==> config.mk <==
export PLATFORM = sky130hd
export DESIGN_NAME = rr_mux_n_1
export DESIGN_NICKNAME = d
export VERILOG_FILES = /design/src/rtl/rv_common_pkg.sv /design/src/rtl/rr_grant.sv /design/src/rtl/rr_mux_n_1.sv
export SDC_FILE = /design/constraint.sdc
export NUM_CORES = 1
export LEC_CHECK = 0
export ABC_AREA = 1
export CAP_MARGIN = 0
export CORE_AREA = 2 2 232 234
export DETAILED_ROUTE_END_ITERATION = 16
export DIE_AREA = 0 0 234 236
export PLACE_DENSITY = 0.49
export SLEW_MARGIN = 5
export SYNTH_ARGS = -nofsm -noshare
export SYNTH_HDL_FRONTEND = slang
export SYNTH_SLANG_ARGS = --single-unit
==> constraint.sdc <==
create_clock -name clk -period 3.2 [get_ports clk]
set_input_delay 0.64 -clock clk [delete_from_list [all_inputs] [get_ports clk]]
set_output_delay 0.64 -clock clk [all_outputs]
set_load 0.02 [all_outputs]
==> src/rtl/rv_common_pkg.sv <==
// rtl/rv_common_pkg.sv - shared constants for ready/valid datapath blocks
package rv_common_pkg;

  localparam logic MUX_MODE_FIXED     = 1'b0;
  localparam logic MUX_MODE_RR        = 1'b1;
  localparam int   DATA_WIDTH_DEFAULT = 64;

endpackage

==> src/rtl/rr_grant.sv <==
// rtl/rr_grant.sv - rotating-priority grant: first set req bit at or after ptr, wrapping
module rr_grant #(
  parameter int NUM_IN    = 8,
  parameter int SEL_WIDTH = $clog2(NUM_IN)
) (
  input  logic [NUM_IN-1:0]    req,
  input  logic [SEL_WIDTH-1:0] ptr,
  output logic                 grant_vld,
  output logic [SEL_WIDTH-1:0] grant_idx
);

  logic [2*NUM_IN-1:0] req2;

  // Doubling req turns the wrapped scan into a plain search over positions >= ptr;
  // the upper copy guarantees a hit whenever any request is present.
  always_comb begin
    req2      = {req, req};
    grant_vld = |req;
    grant_idx = '0;
    for (int k = 2*NUM_IN-1; k >= 0; k--) begin
      if (req2[k] && (k >= int'(ptr))) begin
        grant_idx = (k >= NUM_IN) ? SEL_WIDTH'(k - NUM_IN) : SEL_WIDTH'(k);
      end
    end
  end

endmodule

==> src/rtl/rr_mux_n_1.sv <==
// rtl/rr_mux_n_1.sv - N:1 ready/valid selector, fixed or round-robin, registered output
module rr_mux_n_1
  import rv_common_pkg::*;
#(
  parameter int DATA_WIDTH = DATA_WIDTH_DEFAULT,
  parameter int NUM_IN     = 8,
  parameter int SEL_WIDTH  = $clog2(NUM_IN)
) (
  input  logic                         clk,
  input  logic                         rst_n,
  input  logic [NUM_IN*DATA_WIDTH-1:0] in_data,
  input  logic [NUM_IN-1:0]            in_valid,
  output logic [NUM_IN-1:0]            in_ready,
  input  logic [SEL_WIDTH-1:0]         in_sel,
  input  logic                         in_mode,
  output logic [DATA_WIDTH-1:0]        out_data,
  output logic [SEL_WIDTH-1:0]         out_sel,
  output logic                         out_valid,
  input  logic                         out_ready
);

  logic                  load_en;
  logic [SEL_WIDTH-1:0]  ptr;
  logic [SEL_WIDTH-1:0]  ptr_next;
  logic                  rr_vld;
  logic [SEL_WIDTH-1:0]  rr_idx;
  logic                  fixed_vld;
  logic                  grant_vld;
  logic [SEL_WIDTH-1:0]  grant_idx;
  logic [DATA_WIDTH-1:0] sel_data;

  rr_grant #(
    .NUM_IN    (NUM_IN),
    .SEL_WIDTH (SEL_WIDTH)
  ) u_rr_grant (
    .req       (in_valid),
    .ptr       (ptr),
    .grant_vld (rr_vld),
    .grant_idx (rr_idx)
  );

  assign load_en = ~out_valid | out_ready;

  // Index compare rather than in_valid[in_sel] so an out-of-range select never grants.
  always_comb begin
    fixed_vld = 1'b0;
    for (int i = 0; i < NUM_IN; i++) begin
      if (in_sel == SEL_WIDTH'(i)) fixed_vld = in_valid[i];
    end
  end

  always_comb begin
    grant_vld = rr_vld;
    grant_idx = rr_idx;
    if (in_mode == MUX_MODE_FIXED) begin
      grant_vld = fixed_vld;
      grant_idx = in_sel;
    end
  end

  always_comb begin
    in_ready = '0;
    sel_data = '0;
    for (int i = 0; i < NUM_IN; i++) begin
      if (grant_idx == SEL_WIDTH'(i)) begin
        in_ready[i] = load_en & grant_vld;
        sel_data    = in_data[i*DATA_WIDTH +: DATA_WIDTH];
      end
    end
  end

  assign ptr_next = (grant_idx == SEL_WIDTH'(NUM_IN-1)) ? '0 : grant_idx + 1'b1;

  always_ff @(posedge clk or negedge rst_n) begin
    if (!rst_n) begin
      out_valid <= 1'b0;
      out_data  <= '0;
      out_sel   <= '0;
      ptr       <= '0;
    end else begin
      if (load_en) begin
        if (grant_vld) begin
          out_valid <= 1'b1;
          out_data  <= sel_data;
          out_sel   <= grant_idx;
        end else begin
          out_valid <= 1'b0;
        end
      end
      if (load_en && grant_vld && (in_mode == MUX_MODE_RR)) begin
        ptr <= ptr_next;
      end
    end
  end

endmodule

# == After elaboration in Yosys (flattened, before gate mapping) ==
# Cells that the tools add are included.
# word_totals
reg_bits,71
output_inout_bits,76
word_cells,85
# op_classes
add_sub_neg,1
order_cmp,7
n_eq_ne,14
mux,43
bitwise_logic,3
reduce_logical,13
# op_table
op,count
64-bit two-way mux,8
3-bit two-way mux,17
"3-bit == test, second input constant",8
1-bit two-way mux,18
"3-bit by 2-bit == test with 1-bit output, second input constant",4
"3-bit >= comparator, first input constant",3
1-bit logical AND,9
8-bit OR reduction,1
"3-bit by 1-bit == test with 1-bit output, second input constant",2
"1-bit by 3-bit >= comparator with 1-bit output, first input constant",2
"2-bit by 3-bit >= comparator with 1-bit output, first input constant",2
3-bit zero test,2
"3-bit by 1-bit adder with 3-bit output, second input constant",1
2-bit AND reduction,1
1-bit bitwise AND,1
1-bit NOT,1
1-bit OR,1

# == Logic depth before layout (Yosys ltp) ==
# depth
depth_word,25
ltp_mapped,27
ltp_nobuf,25

# == Hierarchy ==
# Synthesis repeated with hierarchy kept, for this count alone.
# unflattened
hier_cells,2050
hier_area_um2,9987.1
# by_module_without_submodules
mod,instances,cells_each,area_each_um2,seq_area_each_um2
rr_mux_n_1,1,1999,9760.6,1776.7
rr_grant,1,51,226.5,0.0

# == Worst setup path after synthesis ==
# OpenSTA, ideal clock, no wires.
# synth_path
kind,input to output
startpoint,in in_valid[5]
endpoint,out in_ready[3]
arrival_ns,2.921
slack_ns,-0.361
stages,19
cell_sequence,inv_1 -> o21ai_0 -> a21oi_1 -> o21ai_0 -> nand2_1 -> nand2_1 -> nand2_1 -> nand2_1 -> nand2_1 -> nand2_1 -> nand3_1 -> o21ai_0 -> ha_1 -> ha_1 -> clkbuf_1 -> inv_1 -> clkbuf_1 -> clkbuf_1 -> nor2_1
# synth_between
elab_chain_len,17
word_cells_on_any_way,24
cone_classes,eq/ne (1); mux (20); bitwise (1); reduce/logical (2)
# synth_lines
item,line,rtl
start: declaration,rr_mux_n_1.sv:12,"input logic [NUM_IN-1:0] in_valid,"
3-bit two-way mux (8 in series),rr_grant.sv:21,if (req2[k] && (k >= int'(ptr))) begin
3-bit two-way mux * (6 in series),rr_grant.sv:21,
3-bit two-way mux *,rr_mux_n_1.sv:55,if (in_mode == MUX_MODE_FIXED) begin
via grant_idx[0],rr_mux_n_1.sv:29,logic [SEL_WIDTH-1:0] grant_idx;
3-bit by 2-bit == test with 1-bit output *,rr_mux_n_1.sv:65,if (grant_idx == SEL_WIDTH'(i)) begin
1-bit two-way mux *,rr_mux_n_1.sv:65,
end: declaration,rr_mux_n_1.sv:13,"output logic [NUM_IN-1:0] in_ready,"
# The timed path passes the listed nets; every way through them passes the cells marked *.

# == Worst setup path after layout ==
# layout_path
startpoint,in in_valid[1]
endpoint,out in_ready[2]
# layout_between
elab_chain_len,13
word_cells_on_any_way,24
cone_classes,eq/ne (1); mux (20); bitwise (1); reduce/logical (2)
# layout_lines
item,line
3-bit two-way mux (8 in series),rr_grant.sv:21
3-bit two-way mux * (2 in series),rr_grant.sv:21
3-bit two-way mux *,rr_mux_n_1.sv:55
via grant_idx[0],rr_mux_n_1.sv:29
3-bit by 2-bit == test with 1-bit output *,rr_mux_n_1.sv:65
1-bit two-way mux *,rr_mux_n_1.sv:65
# Marks and branches as above.

==> summary by stage <==
Status
The run finished with clean final reports.

Routing
The wire length per cell after detailed routing is 18.1 um. The final route contains 14,600 vias. In the routed design, unresolved DRC markers number 0. The number of nets still failing antenna checks after routing is 0.

The pre-antenna-repair detailed-routing pass consisted of 7 iterations. Summed over all layers, the routed wires come to 61.4 mm. The via density per instance is 4.29.

The number of DRC markers in iteration 0 is 852.

STA
The hold violation count in the final report came to 0. The worst setup margin is 0.0506 ns. For the pin with the worst max-slew slack, the measured transition is 0.728 ns.

The number of max-slew violations in the final report is 0. In the finished design, the share of the clock period the worst path needs comes to 0.984. Derived from the worst setup path, the maximum achievable clock frequency is 318 MHz. Setup violations remaining at the end of the flow were counted as 0. Setup repair after global routing could not meet its margin everywhere. Hold is met by 0.284 ns. The worst-case headroom to the max-slew limit is 0.515. The minimum clock period is 3.15 ns.

The worst setup skew after layout is 0.0117 ns.

Logic synthesis
The area share of the largest cell type after synthesis is 0.350. By area the synthesized netlist is led by sky130_fd_sc_hd__nand2_1 (35%), sky130_fd_sc_hd__dfrtp_1 (18%), sky130_fd_sc_hd__inv_1 (16%). The mapped netlist covers 10,000 um^2. The number of distinct library cell variants in the gate-level netlist after synthesis is 24.

The number of flip-flops and latches in the synthesized netlist is 71. The per-instance average area after synthesis is 4.79 um^2. The proportion of synthesized chip area in sequential cells is 0.177. The largest total area in the synthesized netlist belongs to sky130_fd_sc_hd__nand2_1. The count of yosys warnings during synthesis is 0.

Counting every instance in the synthesized netlist gives 2,091. The net count after synthesis is 2,624.

Worst setup path
The signal arrival time at the worst endpoint is 2.51 ns. Counting both buffers and inverters, the worst setup path holds a total of 7. The cell seen most often among critical-path stages is sky130_fd_sc_hd__nand2_1. The stage delay of the slowest cell on the critical path is 0.27 ns. The slowest stage of the critical path belongs to the cell sky130_fd_sc_hd__dlygate4sd2_1. The class of the most critical setup path is primary input to output port. STA classifies the critical path endpoint as an output port. The beginning of the worst register-to-register path is ptr[2]. The signal on the critical path passes through dlygate4sd2_1, a21oi_2, o21ai_1, nand2_1, nand2_1, nand2_1, nand2_1, nand2_1, nand2_1, nand3_2, o21ai_4, inv_2, buf_6, ha_4, inv_2, nor2_4, inv_2, buf_6, nor2_4, buf_12. The startpoint type of the worst setup path is a primary input. The launch point of the critical path is in_valid[1]. The cell class contributing the biggest share of worst-path delay is buffers and inverters. The data required time at the worst endpoint is 2.56 ns.

In this run the worst path has a maximum fanout of 4.

Cells and area
After filler insertion, the fill cell instance count of the layout stands at 6,010. The total number of nets in the final design is 3,225. The finished layout holds 3,399 standard cells, fillers aside. From synthesis to final layout, the design area changed by 81.3%. The area occupied by multi-input gates is 6340 um^2. The share of cells above drive strength 1 is 0.0768. The sequential cell area is 1780 um^2.

Clocking
The total number of clock tree sinks is 71. The clock-pin slew of the registers on the worst-case setup and hold paths is 0.06 ns. The clock buffer count from CTS is 9.

The clock tree root driver cell is sky130_fd_sc_hd__clkbuf_16. TritonCTS built the clock tree. The H-tree was split into 3 levels. The number of buffers inserted by hold repair at cts is 0.

The clock latency on the worst-skew pair is 0.37 ns. The number of buffers on the longest clock path is 2.

Floorplan
The number of core rows is 85. The number of primary I/O pins is 603. The floorplan die width is 234 um. The floorplan step defined a core boundary enclosing 53,100 um^2. The floorplan step set the die height to 236 um. The starting utilization of the core area is 0.189. The floorplan step defined a die boundary enclosing 55,200 um^2.

Power
The power consumption is 9.88 mW. The power per standard cell area is 544 nW/um^2. The static leakage is 9.75 nW. Across the VDD grid, the largest voltage drop is 0.286 mV.

Global routing
The via count of the first global-routing pass is 14,500. The met2 track demand over resource in global routing is 0.381. The met3 global-route usage is 0.0590. The first global-routing pass estimated 89.1 mm of wire. The pin count of the biggest net entering global routing is 84.

The met1 routing resource usage after global routing is 0.250. In the global route stage, overall resource usage came out at 0.217. The global routing's busiest layer is met2. The number of antenna violations at the first check in global routing came to 10. After global routing the overflow that remains totals 0.

Worst hold path
The worst min-delay path category is primary input to asynchronous set/reset pin.

Place
Buffers placed on the I/O ports in this run total 602. The final estimated routing congestion in global placement is 0.924. Counting tap cells, the placed design contains a total of 3,362 instances. The placement-stage worst setup slack is -0.941 ns.

Once detailed placement completed, the half-perimeter wirelength came to 48.1 mm.

Flow run
Max-cap violations in this run came to 0.
-- final timing paths --
| check | to | slack [ns] | cells after the start |
|---|---|---|---|
| setup / recovery | in_ready[2] | 0.05 | 20 |
| hold / removal | out_data[15] | 0.28 | 2 |
| setup reg to reg | out_data[36] | 0.20 | 25 |
| hold reg to reg | out_data[60] | 0.48 | 2 |
| max in group asynchronous | out_data[47] | 2.50 | 2 |
| min in group clk | out_data[60] | 0.48 | 2 |
-- cell usage in the layout, fill, tap and decap left out, drive strengths merged, types with 2 or more instances in the layout --
cell / instances
ha: 6
o21ai: 120
buf: 127
dfrtp: 71
clkinv: 2
clkbuf: 17
nand3: 120
nor2: 158
nand2: 935
dlygate4sd2: 5
diode: 6
a21oi: 51
inv: 437
clkdlybuf4s50: 582
nor3: 2
nand4: 57
-- stage by stage --
stage / util / instance area [um^2] / setup TNS [ns]
floorplan: - / 10000 / -0.0651
global placement: 0.329 / 17500 / -54.37
detailed placement: 0.329 / 17500 / -54.06
CTS: 0.339 / 18000 / 0
global route: 0.342 / 18200 / -0.292
finish: 0.342 / 18200 / 0
-- area by class of cell --
type	count	area share
Sequential cell	71	0.0979
Timing Repair Buffer	719	0.397
Tap cell	696	0.0479
Inverter	438	0.0910
Antenna cell	6	0.000826
Clock buffer	14	0.0156
Multi-Input combinational cell	1453	0.349
Clock inverter	2	0.000689
-- registers in the layout, summed over array words and instances (netlist names) --
signal / flops
out_valid: 1
out_data: 64
out_sel: 3
ptr: 3
-- what timing repair did --
item	4_1_cts	5_1_grt
setup buffers	11	5
endpoints found under the setup margin	72	69
pin swaps	16	12
resized for setup	77	35
-- per-layer routing --
| metal | share of wire | vias to the layer above |
|---|---|---|
| li1 | - | 7359 |
| met1 | 0.40 | 6593 |
| met2 | 0.49 | 544 |
| met3 | 0.078 | 80 |
| met4 | 0.030 | 8 |
| met5 | 0.00088 | - |
-- power by group --
group / internal [mW] / switching (mW)
Sequential: 1.30 / 0.249
Combinational: 2.98 / 4.27
Clock: 0.610 / 0.478
-- cell usage after synthesis, drive strengths merged --
library cell,number
dfrtp,71
nand2,935
ha,6
o21ai,120
nand4,57
clkbuf,67
a22oi,1
nor3,2
a21boi,1
nor2,158
nand3,120
a21oi,51
o311a,1
buf,62
inv,438
o22ai,1
-- worst reg2reg max path, stage by stage (launching register included) --
cell and delay, ns:
sky130_fd_sc_hd__dfrtp_2 0.45, sky130_fd_sc_hd__buf_4 0.16, sky130_fd_sc_hd__a21boi_2 0.13, sky130_fd_sc_hd__inv_1 0.05
sky130_fd_sc_hd__nand2_1 0.06, sky130_fd_sc_hd__nand2_1 0.05, sky130_fd_sc_hd__nand2_1 0.06, sky130_fd_sc_hd__nand2_1 0.06
sky130_fd_sc_hd__nand3_2 0.09, sky130_fd_sc_hd__o21ai_4 0.08, sky130_fd_sc_hd__inv_2 0.09, sky130_fd_sc_hd__buf_12 0.10
sky130_fd_sc_hd__ha_4 0.13, sky130_fd_sc_hd__inv_2 0.05, sky130_fd_sc_hd__buf_6 0.12, sky130_fd_sc_hd__buf_12 0.12
sky130_fd_sc_hd__nor2_4 0.28, sky130_fd_sc_hd__buf_12 0.25, sky130_fd_sc_hd__nand2_1 0.09, sky130_fd_sc_hd__nand3_1 0.07
sky130_fd_sc_hd__nand2_1 0.08, sky130_fd_sc_hd__nand2_1 0.12, sky130_fd_sc_hd__nand2_1 0.06, sky130_fd_sc_hd__nand2_1 0.05
sky130_fd_sc_hd__nand2_1 0.06, sky130_fd_sc_hd__nand2_1 0.05
-- logic make-up after synthesis --
kind of cell / Yosys count / synth area share
AO/OA/AOI/OAI: 175 / 0.0885
adder cells (fa/ha/maj): 6 / 0.00749
buffers and inverters: 567 / 0.218
flip-flops: 71 / 0.177
AND/OR/NAND/NOR: 1272 / 0.508
No activity file was read; power rests on OpenSTA's default activity.
==> RTL edit, RTL diff (same settings) <==
`NUM_IN` is set to 8 in 2 places; all go to 4.
--- a/src/rtl/rr_grant.sv
+++ b/src/rtl/rr_grant.sv
@@ -1,6 +1,6 @@
 // rtl/rr_grant.sv - rotating-priority grant: first set req bit at or after ptr, wrapping
 module rr_grant #(
-  parameter int NUM_IN    = 8,
+  parameter int NUM_IN    = 4,
   parameter int SEL_WIDTH = $clog2(NUM_IN)
 ) (
   input  logic [NUM_IN-1:0]    req,
--- a/src/rtl/rr_mux_n_1.sv
+++ b/src/rtl/rr_mux_n_1.sv
@@ -3,7 +3,7 @@
   import rv_common_pkg::*;
 #(
   parameter int DATA_WIDTH = DATA_WIDTH_DEFAULT,
-  parameter int NUM_IN     = 8,
+  parameter int NUM_IN     = 4,
   parameter int SEL_WIDTH  = $clog2(NUM_IN)
 ) (
   input  logic                         clk,
Ports: changed (5 resized); port bits go from 603 to 337. The function was not compared with the original's and may differ.
==> RTL edit against the unedited design <==
Via count shrank 55%; power down 48%; setup slack improved by 0.18 ns; design area is 47% lower; routed wire length shrank 52%; clock power about the same; die area stayed put; sequential cell count is 2 lower; area after synthesis shrank 49%; clock skew is 0.0044 ns lower; utilization decreased by 16 points; sequential share of layout area grew 8.2 points; critical path type unchanged.
==> RTL edit: results (changes against the unedited design) <==
outcome: "completed"  # unchanged
slowest_delay_ns: 0.44  # was 0.27 ns
cts.path.max_buffers: 2  # unchanged
top_regs: "out_data: 64 flops, out_sel: 2 flops, ptr: 2 flops"  # was out_data: 64 flops, out_sel: 3 flops, ptr: 3 flops
wire_per_inst_microns: 16.0  # was 18.1 microns
synthesis.nets: 1110  # was 2624
fin_worst_skew_ns: 0.00726  # was 0.0117 ns
r2r_cells: 15  # was 25
crit_start: "in_valid[0]"  # was in_valid[1]
p_leak_nw: 4.28  # was 9.75 nW
dpl_cell_area_sq_mm: 0.00932  # was 0.0175 sq mm
post-place-ws_ns: -0.422  # was -0.941 ns
fin_nets: 1416  # was 3225
postCtsSetupRepairBufs: 0  # was 11
antenna_found_initial: 5  # was 10
reg2reg_to: "out_data[12]$_DFFE_PN0N_"  # was out_data[36]$_DFFE_PN0P_
grtUsageTotal: 0.105  # was 0.217
ir_drop_uv: 269  # was 286 uV
post_synth.cell_area_avg_sq_um: 6.11  # was 4.79 sq um
yosysUniqueCellTypes: 19  # was 24
synth_common_cells: "412 x nand2_1, 134 x nand3_1, 69 x dfrtp_1"  # was 933 x nand2_1, 432 x inv_1, 154 x nor2_1
ys_warn_count: 0  # unchanged
fin_hold_ws_ns: 0.447  # was 0.284 ns
dp_hpwl_microns: 20600  # was 48100 microns
cp-endpoint: "in_ready[3]"  # was in_ready[2]
ff2ff_setup_slack_ns: 0.67  # was 0.20 ns
grt_pass1_vias: 6538  # was 14521
ys_seq_area_frac: 0.336  # was 0.177
drt-vias-per-instance: 3.56  # was 4.29
grt_pass1_wl_microns: 42200  # was 89100 microns
cp.arrival_ns: 2.33  # was 2.51 ns
r2r-start: "ptr[1]$_DFFE_PN0P_"  # was ptr[2]$_DFFE_PN0P_
nFillCells: 6026  # was 6010
num_vias: 6578  # was 14584
fin_crit_ns: 2.97  # was 3.15 ns
gp_congestion: 0.787  # was 0.924
synthTopCellsByArea: "dfrtp_1 34%, nand2_1 30%, nand3_1 13%"  # was nand2_1 35%, dfrtp_1 18%, inv_1 16%
drive_above_1_share: 0.0808  # was 0.0768
==> RTL edit: repair_timing <==
action	CTS	global route
resized for setup	5	12
pin swaps	0	0
endpoints found under the setup margin	5	8
==> RTL edit: layout make-up <==
class	count	area share
diodes	1	0.000260
clock buffers	10	0.0249
clock inverters	6	0.00651
inverters	16	0.00625
multi-input cells	692	0.323
flip-flops and latches	69	0.180
well taps	696	0.0906
repair buffers	358	0.369
==> RTL edit: cell families (layout without fill, tap and decap cells) <==
kind of cell    Yosys count  in the layout  share of synthesized area
simple gates            620            620                      0.518
buf+inv                  79            390                     0.0690
flops                    69             69                      0.336
compound gates           68             68                     0.0670
fa+ha+maj                 4              4                    0.00975
other cells               0              1                          0
==> RTL edit: where the power goes <==
| part | internal [mW] | switching, mW | leakage (nW) | total (mW) |
|---|---|---|---|---|
| Combinational | 1.19 | 1.55 | 3.27 | 2.74 |
| Sequential | 1.15 | 0.161 | 0.866 | 1.31 |
| Clock | 0.622 | 0.469 | 0.140 | 1.09 |
| Total | 2.96 | 2.18 | 4.28 | 5.14 |
==> RTL edit: critical path: cells and delay by family <==
family,cells,cell delay [ns]
simple gates,6,0.57
fa+ha+maj,1,0.13
buf+inv,5,0.99
==> RTL edit: routing by layer <==
metal | GRT usage | up-vias | wire, microns
met2 | 0.174 | 226 | 13800
li1 | - | 3277 | -
met5 | 0 | - | 39
met1 | 0.123 | 3047 | 12500
met4 | 0.0263 | 6 | 360
met3 | 0.0474 | 22 | 2980
==> RTL edit: per-stage QoR <==
stage / total power [mW] / utilization
final: 5.14 / 0.181
after global routing: 5.55 / 0.181
after CTS: 5.27 / 0.181
after detailed placement: 4.10 / 0.176
after global placement: 4.10 / 0.176
after floorplan: 2.65 / -
